**config.mk**
```make
export PLATFORM = sky130hd
export DESIGN_NAME = div
export DESIGN_NICKNAME = d
export VERILOG_FILES = /design/src/rtl/div.sv
export SDC_FILE = /design/constraint.sdc
export NUM_CORES = 1
export LEC_CHECK = 0
export CORE_MARGIN = 10
export CORE_UTILIZATION = 40
export DETAILED_ROUTE_END_ITERATION = 12
export GPL_TIMING_DRIVEN = 0
export REMOVE_ABC_BUFFERS = 1
export SETUP_SLACK_MARGIN = 0.4
export SYNTH_ARGS = -nofsm -noshare
export SYNTH_HDL_FRONTEND = slang
export SYNTH_SLANG_ARGS = --single-unit
```
**constraint.sdc**
```tcl
create_clock -name clk -period 2.1 [get_ports clk]
set_input_delay 0.21 -clock clk [delete_from_list [all_inputs] [get_ports clk]]
set_output_delay 0.21 -clock clk [all_outputs]
set_load 0.1 [all_outputs]
```
**src/rtl/div.sv**
```systemverilog
// Sequential unsigned restoring divider: one quotient bit per clock, start/done handshake.
// Divide-by-zero short-circuits to q = all ones, r = 0, dz = 1.
module div #(
    parameter int unsigned N = 16,
    parameter int unsigned M = 8
) (
    input  logic         clk,
    input  logic         rst,
    input  logic [N-1:0] a,
    input  logic [M-1:0] b,
    input  logic         start,
    output logic [N-1:0] q,
    output logic [M-1:0] r,
    output logic         done,
    output logic         dz
);

    localparam int unsigned CW = (N > 1) ? $clog2(N) : 1;
    localparam logic [CW-1:0] LastCnt = CW'(N - 1);

    typedef enum logic [1:0] {StIdle, StRun, StDone} state_t;

    state_t          state_q, state_d;
    logic [N-1:0]    dvd_q, dvd_d;
    logic [M-1:0]    dvs_q, dvs_d;
    logic [M-1:0]    prem_q, prem_d;
    logic [CW-1:0]   cnt_q, cnt_d;
    logic [N-1:0]    quo_q, quo_d;
    logic [M-1:0]    rem_q, rem_d;
    logic            dz_q, dz_d;

    logic [M:0]      p;
    logic [M-1:0]    diff;
    logic            ge;

    // p is the M+1-bit trial remainder; when p >= divisor the true difference is below
    // 2^M, so the low M bits of the subtraction are exact and prem never needs bit M.
    assign p    = {prem_q, dvd_q[N-1]};
    assign ge   = (p >= {1'b0, dvs_q});
    assign diff = p[M-1:0] - dvs_q;

    always_comb begin
        state_d = state_q;
        dvd_d   = dvd_q;
        dvs_d   = dvs_q;
        prem_d  = prem_q;
        cnt_d   = cnt_q;
        quo_d   = quo_q;
        rem_d   = rem_q;
        dz_d    = dz_q;
        unique case (state_q)
            StIdle: begin
                if (start) begin
                    if (b != '0) begin
                        dvd_d   = a;
                        dvs_d   = b;
                        prem_d  = '0;
                        cnt_d   = '0;
                        state_d = StRun;
                    end else begin
                        quo_d   = '1;
                        rem_d   = '0;
                        dz_d    = 1'b1;
                        state_d = StDone;
                    end
                end
            end
            StRun: begin
                // Quotient bits fill the dividend register from the bottom as it drains.
                dvd_d  = {dvd_q[N-2:0], ge};
                prem_d = ge ? diff : p[M-1:0];
                cnt_d  = cnt_q + 1'b1;
                if (cnt_q == LastCnt) begin
                    quo_d   = dvd_d;
                    rem_d   = prem_d;
                    dz_d    = 1'b0;
                    state_d = StDone;
                end
            end
            StDone: begin
                if (!start) begin
                    state_d = StIdle;
                end
            end
            default: state_d = StIdle;
        endcase
    end

    always_ff @(posedge clk or posedge rst) begin
        if (rst) begin
            state_q <= StIdle;
            dvd_q   <= '0;
            dvs_q   <= '0;
            prem_q  <= '0;
            cnt_q   <= '0;
            quo_q   <= '0;
            rem_q   <= '0;
            dz_q    <= 1'b0;
        end else begin
            state_q <= state_d;
            dvd_q   <= dvd_d;
            dvs_q   <= dvs_d;
            prem_q  <= prem_d;
            cnt_q   <= cnt_d;
            quo_q   <= quo_d;
            rem_q   <= rem_d;
            dz_q    <= dz_d;
        end
    end

    assign q    = quo_q;
    assign r    = rem_q;
    assign dz   = dz_q;
    assign done = (state_q == StDone);

endmodule

```
Word-level counts from Yosys, hierarchy flattened
Index checks and enable logic that the tools add are counted.

storage, ports and cells
  register bits after elaboration = 63
  bits in latches = 0
  memory bits (writable) = 0
  memory bits (read-only) = 0
  input port bits = 27
  output and inout bits = 26
  logic and storage cells = 53
  memories kept = 0

operators by class
  add/subtract/negate cells = 2
  $mul = 0
  div/mod/pow operators = 0
  $lt $le $gt $ge = 1
  eq/ne operators = 8
  shift-type cells = 0
  mux-type cells = 27
  bitwise gates (word level) = 0
  reduce and logical (&&, ||, !) cells = 7

operators with widths
  kind                   count
  $mux W16               5
  $pmux W16 S2           2
  $mux W8                6
  $pmux W8 S2            2
  $ne A2 B2 Y1 const B   5
  $ge A9 B8 Y1           1
  $reduce_and A3 Y1      3
  $mux W2                4
  $mux W4                2
  $pmux W4 S2            1
  $reduce_bool A8 Y1     1
  $sub A8 B8 Y8          1
  $pmux W2 S3            1
  $add A4 B1 Y4 const B  1
  $eq A4 B4 Y1 const B   1
  $reduce_and A4 Y1      1
  $mux W1                3
  $eq A2 B1 Y1 const B   1
  $eq A2 B2 Y1 const B   1
  $logic_not A2 Y1       1
  $pmux W1 S2            1
  $reduce_bool A2 Y1     1

Longest topological paths before layout
  depth in word-level cells = 4
  gate-level depth with buffers = 8
  depth with buffers taken out = 8

Worst setup path after synthesis
Ideal clock, no wire load.

  path type = register to register
  start point = register state_q[1]
  end point = register state_q[1]
  library setup time = 0.071 ns
  arrival = 1.900 ns
  required time = 2.029 ns
  setup slack = 0.129 ns
  cell stages (with the launch flop) = 5
  path buffers = 0
  clock period less this slack = 1.971 ns
  cell sequence = dfrtp_1 > inv_1 > nor2_1 > nand2_1 > nand2_1

on the way
  longest elaborated chain between the ends = 3
  elaborated cells between the ends (all ways) = 8
  those cells by class = eq/ne (5); mux (1); reduce/logical (2)

RTL lines
  element                             RTL line  text
  from (decl)                         23        state_t state_q, state_d;
  from (signal assigned)              91        state_q <= StIdle;
  from (signal assigned)              100       state_q <= state_d;
  $eq A2 B2 Y1 *                      n/a
  named net done                      14        output logic done,
  $ne A2 B2 Y1 (no source line)       n/a
  $reduce_and A3 Y1 (no source line)  n/a

Mark *: on every way through the listed nets, which the timed path passes. The rest lies on a longest branch.
A chain may end at the register's enable or synchronous reset.

Final worst setup path
  start point = register prem_q[1]
  end point = register prem_q[2]

on the way
  longest elaborated chain between the ends = 3
  elaborated cells between the ends (all ways) = 4
  those cells by class = add/sub (1); order compare (1); mux (2)

RTL lines
  element                                        RTL line  text
  from (decl)                                    26        logic [M-1:0] prem_q, prem_d;
  from (signal assigned)                         103       prem_q <= prem_d;
  $sub A8 B8 Y8 or $ge A9 B8 Y1 (tied branches)  40, 39
  $mux W8 *                                      71        prem_d = ge ? diff : p[M-1:0];
  $pmux W8 S2 *                                  51        unique case (state_q)

Every way passes the cells marked *; elsewhere a longest branch is shown, timed or not.

==> flow_summary.ini <==
[place]
gp_congestion = 0.781
dp_hpwl_microns = 5250
pre_cts_slack_ns = -0.524
place_area_sq_mm = 0.00374
io_buffer_count = 52

[drt]
dr_wl_met3_microns = 460
wl_microns = 9720
drtAntennaViolNets = 0
wl_per_cell_microns = 18.8
drtIter0Drc = 143
drc = 0
wl_met1_microns = 3960
top_layer = met4
vias = 2736
vias_per_cell = 5.30
firstDrtPassIters = 4
wl_met2_microns = 5090

[logic_synthesis]
synthFlopType = dfrtp_1
seq_area_frac_synth_pct = 49.7
yosysWarnings = 0
synth_area_per_cell_sq_um = 9.92
synth-edff-count = 0
yosysMostFrequentCell = dfrtp_1
ys_seq_elements = 63
yosysUniqueCellTypes = 44
synth_cells = 320
async_flop_share_pct = 100
synth_top_cells_by_count = dfrtp_1 (63), nand2_1 (45), nor2_1 (41)
synth_top_area_share_pct = 49.7
netlist_area_sq_mm = 0.00317
synth_top_area_cell = dfrtp_1
synth.area.top_cells = dfrtp_1 (50%), mux2i_1 (6.9%), nand2_1 (5.3%), nor2_1 (4.9%), o21ai_0 (4.7%)

[clock_tree]
cts.sinks = 63
cts_tree = done
holdBufCountCts = 0
clkTransAtPathRegs_ns = 0.08
htreeDepth = 3
clkLatencyLatePin_ns = 0.34
cts_buffers = 9
clock-root-buffer = clkbuf_8
clockBufferDepth = 2

[layout]
multi_input_area_sq_mm = 0.00184
syn_to_final_growth_pct = 50.7
final-seq-area_sq_mm = 0.00158
fillers = 625
fin_nets = 447
diodes = 0
final_area_sq_mm = 0.00478
drive_gt1_share_pct = 36.5

[sta]
fin_crit_ns = 1.88
worst_pin_slew_ns = 0.868
rsz0062_at_grt = yes
finalMaxSlewViolations = 0
fin_skew_ns = 0.00884
relSlewSlack_pct = 42.0
fin_crit_sh_pct = 89.4
hold_viol_final = 0
max_freq_mhz = 533
worst_slack_ns = 0.222
setup_violations = 0

[die]
io_pins = 53
die_area_sq_mm = 0.0119
core_sq_mm = 0.00773
num_rows = 32
start_util_pct = 41.1
die_w_microns = 109
die_y_microns = 109

[worst_setup_path]
arrival_ns = 2.08
critPathRequiredTime_ns = 2.30
crit_path_start_kind = flip-flop
crit_fanout = 4
end_kind = flip-flop
worstSetupPathType = flip-flop to flip-flop

[global_routing]
antenna_found_initial = 0
grt-ovfl-total = 0
grt_max_degree = 39
track_usage_pct = 16.4
grt_pass1_vias = 2908
grt_pass1_wl_microns = 15100

[min_path]
hp-class = input port to async pin

[status]
status = completed

[job]
drv_cap = 0
## sequential cells by signal, summed over array words and instances, names as in the netlist
name     count
r            8
prem_q       8
dz           1
dvs_q        8
q           16
cnt_q        4
state_q      2
dvd_q       16
## cell usage in the layout (no fill, tap or decap), drive strengths merged, types with 2 or more instances in the layout
cell and instances:
or4 2, o22a 2, bufinv 2, xnor2 4, dlygate4sd2 6, nor2b 3
dfrtp 63, a22o 5, clkdlybuf4s50 20, a21o 3, nand2b 6, o2bb2a 3
a211oi 2, or3 2, nor2 41, a21oi 4, o21a 6, o21ai 39
clkbuf 12, nand2 45, nor3 16, inv 13, nand3 3, or2 4
clkdlybuf4s15 25, buf 39, o22ai 2, mux2i 22, ha 9
## worst max-delay path, stage by stage (launching register included)
cell and delay [ns]:
dfrtp_1 0.42, ha_4 0.31, a21o_1 0.15, a31oi_4 0.04, o31ai_4 0.27, buf_6 0.20
mux2i_1 0.24, o21ai_0 0.10
## final timing paths
kind	startpoint	end	slack, ns	depth (start not counted)
worst min register to register	r[6]$_DFFE_PP0P_	r[6]$_DFFE_PP0P_	0.48	2
worst min-delay path	rst	q[7]$_DFFE_PP0P_	0.24	2
min in group clk	b[2]	dvs_q[2]$_DFFE_PP0P_	0.24	3
max in group asynchronous	rst	state_q[0]$_DFFE_PP0P_	1.22	3
worst max register to register	prem_q[1]$_DFFE_PP0P_	prem_q[2]$_DFFE_PP0P_	0.22	7
worst max-delay path	prem_q[1]$_DFFE_PP0P_	prem_q[2]$_DFFE_PP0P_	0.22	7
## cell type report
| type | instances | area share (%) |
|---|---|---|
| multi-input cells | 233 | 38.5 |
| flip-flops and latches | 63 | 33.0 |
| repair buffers | 90 | 19.9 |
| clock buffers | 12 | 3.45 |
| well taps | 102 | 2.67 |
| clock inverters | 3 | 1.36 |
| inverters | 13 | 1.02 |
## metrics by stage
| step | TNS (ns) | util (%) | std cells | hold slack (ns) |
|---|---|---|---|---|
| after floorplan | -27.05 | - | 303 | 0.324 |
| after global placement | -138.59 | 47.7 | 457 | 0.463 |
| after detailed placement | -21.15 | 48.3 | 459 | 0.472 |
| after CTS | 0 | 59.4 | 505 | 0.229 |
| after global routing | 0 | 61.9 | 516 | 0.256 |
| final | 0 | 61.9 | 516 | 0.238 |
## cells by family (layout without fill, tap and decap cells)
kind of cell	Yosys count	after routing	share of synthesized area, %
flops	63	63	49.7
simple gates	121	124	17.2
fa+ha+maj	10	10	4.18
buf+inv	30	118	5.92
xor+xnor	5	5	1.38
mux	23	23	7.29
compound gates	68	71	14.4
## layer usage
metal	GRT usage, %	vias up
li1	-	1289
met1	19.4	1360
met2	27.8	69
met3	3.24	18
met4	7.63	0
met5	0	-
## repair_timing
action / in CTS / in global routing
resized for setup: 160 / 20
buffers inserted: 24 / 10
hold endpoints to repair: 0 / 0
pin swaps: 11 / 22
setup endpoints to repair: 89 / 38
gates cloned: 7 / 1
Power is left out: the tool's default activity adds up to more than one toggle a clock period on the data nets, which glitch-free logic cannot reach.
